**config.mk**
```make
export PLATFORM = sky130hd
export DESIGN_NAME = pc_seq_unit
export DESIGN_NICKNAME = d
export VERILOG_FILES = /design/src/rtl/pc_pkg.sv /design/src/rtl/pc_seq_unit_ret_stack.sv /design/src/rtl/pc_seq_unit.sv
export SDC_FILE = /design/constraint.sdc
export NUM_CORES = 1
export LEC_CHECK = 0
export ABC_AREA = 1
export CAP_MARGIN = 20
export CORE_MARGIN = 5
export CORE_UTILIZATION = 45
export DETAILED_ROUTE_END_ITERATION = 6
export GPL_ROUTABILITY_DRIVEN = 0
export GPL_TIMING_DRIVEN = 0
export PLACE_DENSITY_LB_ADDON = 0.3
export SYNTH_ARGS = -nofsm -noshare
export SYNTH_HDL_FRONTEND = slang
export SYNTH_HIERARCHICAL = 1
export SYNTH_SLANG_ARGS = --single-unit
```
**constraint.sdc**
```tcl
create_clock -name clk -period 3.15 [get_ports clk]
set_input_delay 0.4725 -clock clk [delete_from_list [all_inputs] [get_ports clk]]
set_output_delay 0.4725 -clock clk [all_outputs]
set_load 0.02 [all_outputs]
```
**src/rtl/pc_pkg.sv**
```systemverilog
// Shared types and constants for the program-counter sequencer.
// Holds the branch-mode and FSM state encodings plus the branch LUT power-on contents.
package pc_pkg;

  typedef enum logic [1:0] {
    REL_IMM = 2'b00,
    REL_LUT = 2'b01,
    ABS_LUT = 2'b10,
    RSVD    = 2'b11
  } mode_t;

  typedef enum logic [1:0] {
    IDLE = 2'b00,
    RUN  = 2'b01,
    DONE = 2'b10
  } state_t;

  localparam int LUT_DEF_0    = -5;
  localparam int LUT_DEF_1    = 20;
  localparam int LUT_DEF_2    = -1;
  localparam int LUT_DEF_LAST = -120;

  // Reset value of LUT entry idx; every entry without a named default is zero.
  function automatic int lut_default(input int idx, input int depth);
    int val;
    val = 0;
    if (idx == 0)              val = LUT_DEF_0;
    else if (idx == 1)         val = LUT_DEF_1;
    else if (idx == 2)         val = LUT_DEF_2;
    else if (idx == depth - 1) val = LUT_DEF_LAST;
    return val;
  endfunction

endpackage

```
**src/rtl/pc_seq_unit_ret_stack.sv**
```systemverilog
// Return-address LIFO built as a shift register: the top of stack is always entry 0.
// A push while full is dropped and a pop while empty is ignored; clr empties it.
module ret_stack #(
  parameter int DEPTH = 4,
  parameter int W     = 12,
  parameter int CW    = $clog2(DEPTH + 1)
) (
  input  logic          clk,
  input  logic          reset,
  input  logic          clr,
  input  logic          push,
  input  logic          pop,
  input  logic [W-1:0]  din,
  output logic [W-1:0]  top,
  output logic          full,
  output logic          empty,
  output logic [CW-1:0] count
);

  logic [W-1:0]  entries_q [DEPTH];
  logic [W-1:0]  entries_d [DEPTH];
  logic [CW-1:0] count_q;
  logic [CW-1:0] count_d;
  logic          do_push;
  logic          do_pop;

  assign full    = (count_q == CW'(DEPTH));
  assign empty   = (count_q == '0);
  assign top     = entries_q[0];
  assign count   = count_q;
  assign do_push = push && !full;
  assign do_pop  = pop && !empty && !push;

  always_comb begin
    entries_d = entries_q;
    count_d   = count_q;
    if (clr) begin
      count_d = '0;
    end else if (do_push) begin
      entries_d[0] = din;
      for (int i = 1; i < DEPTH; i++) entries_d[i] = entries_q[i-1];
      count_d = count_q + CW'(1);
    end else if (do_pop) begin
      for (int i = 0; i < DEPTH - 1; i++) entries_d[i] = entries_q[i+1];
      count_d = count_q - CW'(1);
    end
  end

  always_ff @(posedge clk) begin
    if (reset) begin
      count_q <= '0;
      for (int i = 0; i < DEPTH; i++) entries_q[i] <= '0;
    end else begin
      count_q   <= count_d;
      entries_q <= entries_d;
    end
  end

endmodule

```
**src/rtl/pc_seq_unit.sv**
```systemverilog
// Fetch-stage program-counter sequencer: run/done FSM, next-PC mux with relative/absolute
// jumps through a writable branch LUT, and calls/returns through a small return stack.
module pc_seq_unit
  import pc_pkg::*;
#(
  parameter int D         = 12,
  parameter int LUT_DEPTH = 16,
  parameter int SEL_W     = $clog2(LUT_DEPTH),
  parameter int RS_DEPTH  = 4,
  parameter int SP_W      = $clog2(RS_DEPTH + 1)
) (
  input  logic             clk,
  input  logic             reset,
  input  logic             start,
  input  logic             stall,
  input  logic             halt,
  input  logic             br_en,
  input  logic             br_taken,
  input  logic             call,
  input  logic             ret,
  input  logic [1:0]       mode,
  input  logic [SEL_W-1:0] sel,
  input  logic             lut_we,
  input  logic [SEL_W-1:0] lut_waddr,
  input  logic [D-1:0]     lut_wdata,
  output logic [D-1:0]     prog_ctr,
  output logic             busy,
  output logic             done,
  output logic [SP_W-1:0]  sp,
  output logic             err_ovf,
  output logic             err_unf
);

  state_t         state_q, state_d;
  logic [D-1:0]   pc_q, pc_d;
  logic           err_ovf_q, err_ovf_d;
  logic           err_unf_q, err_unf_d;
  logic [D-1:0]   lut_q [LUT_DEPTH];
  logic [D-1:0]   lut_d [LUT_DEPTH];

  logic [D-1:0]   pc_inc;
  logic [D-1:0]   sel_sext;
  logic [D-1:0]   lut_rd;
  logic [D-1:0]   target;
  logic           rs_push, rs_pop, rs_clr;
  logic [D-1:0]   rs_top;
  logic           rs_full, rs_empty;
  logic [SP_W-1:0] rs_count;

  ret_stack #(
    .DEPTH (RS_DEPTH),
    .W     (D),
    .CW    (SP_W)
  ) u_ret_stack (
    .clk   (clk),
    .reset (reset),
    .clr   (rs_clr),
    .push  (rs_push),
    .pop   (rs_pop),
    .din   (pc_inc),
    .top   (rs_top),
    .full  (rs_full),
    .empty (rs_empty),
    .count (rs_count)
  );

  // LUT reads come from the stored array, so a same-cycle write is seen one cycle later.
  always_comb begin
    lut_d = lut_q;
    if (lut_we) lut_d[lut_waddr] = lut_wdata;
  end

  always_ff @(posedge clk) begin
    if (reset) begin
      for (int i = 0; i < LUT_DEPTH; i++) lut_q[i] <= D'(lut_default(i, LUT_DEPTH));
    end else begin
      lut_q <= lut_d;
    end
  end

  assign pc_inc   = pc_q + D'(1);
  assign sel_sext = {{(D-SEL_W){sel[SEL_W-1]}}, sel};
  assign lut_rd   = lut_q[sel];

  always_comb begin
    target = pc_inc;
    case (mode_t'(mode))
      REL_IMM: target = pc_q + sel_sext;
      REL_LUT: target = pc_q + lut_rd;
      ABS_LUT: target = lut_rd;
      default: target = pc_inc;
    endcase
  end

  always_comb begin
    state_d   = state_q;
    pc_d      = pc_q;
    err_ovf_d = err_ovf_q;
    err_unf_d = err_unf_q;
    rs_push   = 1'b0;
    rs_pop    = 1'b0;
    rs_clr    = 1'b0;
    case (state_q)
      IDLE, DONE: begin
        if (start) begin
          state_d   = RUN;
          pc_d      = '0;
          err_ovf_d = 1'b0;
          err_unf_d = 1'b0;
          rs_clr    = 1'b1;
        end
      end
      RUN: begin
        if (halt) begin
          state_d = DONE;
        end else if (!stall) begin
          // Priority: ret, then call, then taken branch, else sequential.
          if (ret) begin
            if (!rs_empty) begin
              pc_d   = rs_top;
              rs_pop = 1'b1;
            end else begin
              pc_d      = pc_inc;
              err_unf_d = 1'b1;
            end
          end else if (call) begin
            pc_d = target;
            if (!rs_full) rs_push   = 1'b1;
            else          err_ovf_d = 1'b1;
          end else if (br_en && br_taken) begin
            pc_d = target;
          end else begin
            pc_d = pc_inc;
          end
        end
      end
      default: state_d = IDLE;
    endcase
  end

  always_ff @(posedge clk) begin
    if (reset) begin
      state_q   <= IDLE;
      pc_q      <= '0;
      err_ovf_q <= 1'b0;
      err_unf_q <= 1'b0;
    end else begin
      state_q   <= state_d;
      pc_q      <= pc_d;
      err_ovf_q <= err_ovf_d;
      err_unf_q <= err_unf_d;
    end
  end

  assign prog_ctr = pc_q;
  assign busy     = (state_q == RUN);
  assign done     = (state_q == DONE);
  assign sp       = rs_count;
  assign err_ovf  = err_ovf_q;
  assign err_unf  = err_unf_q;

endmodule

```
==> summary.txt <==
Critical path
  – Reg2reg path depth: 16
  – Startpoint types: input pin
  – R2R Path End: prog_ctr[5]
  – Critical Path End Type: flip-flop
  – Reg2Reg Setup Slack: 0.27 ns
  – Worst Path Required: 3.62 ns
  – RR Startpoint: lut_q[14]
  – Critical Path AT: between 3 and 4 ns
  – Crit path kind: in2reg
  – Max Fanout on Critical Path: 10

Global route
  – Antenna violations before repair: 0
  – Total global routing overflow: 0
  – Total track usage: 28.5%
  – Vias in the first global route: roughly 13000
  – First-pass GRT wire length: 74.6 mm
  – Largest net degree at the start of global routing: 14

Status
  – Violated checks: design-rule violations
  – Run status: finished with violations

Pwr
  – Leak Pwr: 0.00660 uW
  – Power Total: around 7700 uW
  – PwrDens: 507 nW/um^2
  – Worst vdd ir: 0.000358 V

Min path
  – Hold_sp: lut_q[160]
  – HP Class: reg2reg
  – Hold path depth: 2
  – Sink of the worst hold path: lut_q[160]

Timing
  – Tcrit/Tclk final: 97.3%
  – Pin slew with the least headroom to its limit: around 1.1 ns
  – Total negative slack: 0 ns
  – WHS: 0.456 ns
  – Max-slew headroom: 29.8%
  – Max Slew Vio Count: 0
  – FMAX: ~330 MHz
  – Tmin final: 3.06 ns
  – Final setup fails: 0
  – Final setup skew: roughly 0.037 ns
  – Final hold vios: 0

Final layout
  – Layout Nets: 2085
  – N_diodes: 0
  – FILL cells: 2838
  – Utilization after layout: between 50% and 60%
  – Layout cells sized above 1: 8.84%
  – Final cell area excluding filler cells: 15200 um^2
  – Area grow syn2layout: 15.6%

Logic synthesis
  – Sequential-to-total area share from yosys stat: 39.5%
  – Post-Synthesis Cell Area: 13100 um^2
  – Ys flop type: dfxtp_1
  – Synth warn: 6
  – Combinational family with the most area after synthesis: simple AND/OR/NAND/NOR gates
  – Post-Synth XOR/XNOR Area: 0.867%
  – Adder-cell area share of the yosys netlist: 1.45%
  – Cell variety after synth: 44
  – Ys async rst share: 0%
  – Post-Synthesis Cells: 1954
  – Post-Synth Simple-Gate Area: 27.5%
  – Mux cell area share after synthesis: 0%
  – #FFs+latches synth: 259
  – Mean Syn Cell Area: 6.72 um^2
  – Syn nets: 2000
  – Synth Area in Compound Gates: about 20%
  – Post-synth EDFFs: 0

Floorplanning
  – Initial core utilization: a little under half
  – Die ar.: 32700 um^2
  – Core area: 28800 um^2
  – Num rows: between 60 and 70
  – Die X: 181 um
  – Die Ht: 181 um
  – I/O pins: 51

Drt
  – 1st-iter DRT viols: 1795
  – Vias per cell: between 5 and 6
  – Drt wl/cell: 20.3 um
  – Total iterations of the first detailed-routing run: 7
  – # DRC: 2
  – Final wirelength: 49.7 mm
  – Vias: 14100
  – Final ANT Viol Nets: 0

Clock tree
  – H-tree depth: 1
  – Clock-pin slew on the worst setup and hold paths: 0.07 ns
  – Clock Path Buffers: 3
  – Hold_buf cts: 0
  – CTS sink count: 259
  – Number of buffers created by CTS: 27
  – Clk root buf: clkbuf_16
  – Clk Latency, worst-skew pair: 0.56 ns
  – CTS tree: yes

Placement
  – Cell area after placement: about 14000 um^2
  – Port bufs: 49
  – DP HPWL: 34.2 mm

Job
  – Max-cap violations: 0
-- what timing repair did --
action,CTS,global route
pin swaps,6,9
hold endpoints to repair,0,0
buffers inserted,4,2
gates resized for setup,21,49
cloned,0,1
setup endpoints to repair,10,9
-- worst max-delay path by stage --
stage          startpoint     endpoint  slack, ns
3_5_place_dp       sel[1]  prog_ctr[9]      -1.52
6_report           sel[0]  prog_ctr[5]       0.09
5_1_grt            sel[0]  prog_ctr[8]      -0.01
3_3_place_gp       sel[1]  prog_ctr[9]      -1.49
4_1_cts           mode[0]  prog_ctr[8]       0.01
2_1_floorplan      sel[2]  prog_ctr[8]       0.33
-- flip-flops by register name, indices dropped and copies added (netlist names) --
name                   count
err_unf                    1
prog_ctr                  12
state_q                    2
u_ret_stack/entries_q     36
u_ret_stack/count          3
u_ret_stack/top           12
lut_q                    192
err_ovf                    1
-- power breakdown --
group | switching, uW | leakage [uW] | internal [uW]
registers | 68.1 | 0.00210 | 3350
clock network | 1370 | 0.000431 | 1790
logic | 759 | 0.00407 | 360
-- through the flow --
step                      std cells  worst slack (ns)
after floorplan                1954             0.326
after global placement         2387             -1.49
after detailed placement       2387             -1.52
after CTS                      2440            0.0115
after global routing           2443           -0.0145
final                          2443            0.0852
-- per-layer routing --
layer / part of all wire [%] / up-vias / wire length [um] / GRT usage [%]
li1: - / 6515 / - / -
met1: 38 / 6503 / 19100 / 35.9
met5: 0 / - / 0 / 0
met4: 6.3 / 0 / 3150 / 14.3
met2: 43 / 867 / 21500 / 45.1
met3: 12 / 209 / 5970 / 7.78
-- cell usage in the layout (no fill, tap or decap), types with 11 or more instances in the layout --
cell,instances
nand2_1,289
buf_6,17
clkdlybuf4s50_1,46
o221ai_1,22
buf_4,25
clkbuf_16,28
o22ai_1,12
clkbuf_1,78
buf_2,21
inv_1,133
a21oi_1,67
o211ai_1,23
ha_1,11
nand3_1,82
nor2_1,492
o21ai_1,44
dfxtp_1,259
o21ai_0,268
-- layout make-up --
type | instances | area, um^2 | share of cell area, %
clock inverters | 11 | 82.6 | 0.544
clock buffers | 38 | 777 | 5.11
flip-flops and latches | 259 | 5180 | 34.1
well taps | 384 | 480 | 3.16
multi-input cells | 1410 | 6710 | 44.2
inverters | 141 | 534 | 3.52
repair buffers | 56 | 552 | 3.63
plain buffers | 144 | 867 | 5.71
-- cells by family (layout without fill, tap and decap cells) --
family / count (synthesis) / count (layout)
buffers and inverters: 285 / 390
XOR/XNOR: 13 / 13
flip-flops: 259 / 259
AND/OR/NAND/NOR: 902 / 902
AO/OA/AOI/OAI: 481 / 481
adder cells (fa/ha/maj): 14 / 14
-- worst max-delay path, stage by stage --
cell	delay [ns]
clkbuf_4	0.18
inv_6	0.12
buf_12	0.15
buf_12	0.15
nor2_1	0.05
o211ai_1	0.48
o211ai_1	0.17
nand2_1	0.17
nand2_1	0.06
o21ai_1	0.08
ha_2	0.33
a21oi_2	0.15
nand2_2	0.12
a21oi_1	0.15
o21bai_1	0.08
xor2_1	0.17
o22ai_1	0.09
nand2_1	0.14
o211ai_2	0.10
a21oi_2	0.12
-- cells in the mapped netlist (4+ instances only) --
cell | number | area, um^2
inv_2 | 4 | 15.0
nand2_1 | 290 | 1090
o211ai_1 | 23 | 173
xor2_1 | 10 | 87.6
o21a_1 | 9 | 67.6
nand2_4 | 5 | 56.3
ha_1 | 12 | 150
buf_6 | 16 | 180
o22ai_1 | 12 | 75.1
o21ai_0 | 273 | 1370
nor2_1 | 495 | 1860
a21oi_1 | 72 | 360
buf_4 | 19 | 143
nor2_2 | 4 | 25.0
buf_2 | 25 | 125
o21ai_1 | 40 | 200
clkbuf_1 | 79 | 297
o21ai_2 | 8 | 70.1
o221ai_1 | 27 | 236
dfxtp_1 | 259 | 5180
inv_1 | 133 | 499
nand3_1 | 82 | 410
nand4_1 | 4 | 25.0
nor3_1 | 9 | 45.0
nand2_2 | 6 | 37.5
a31oi_1 | 4 | 25.0
(Power assumes the default switching activity.)
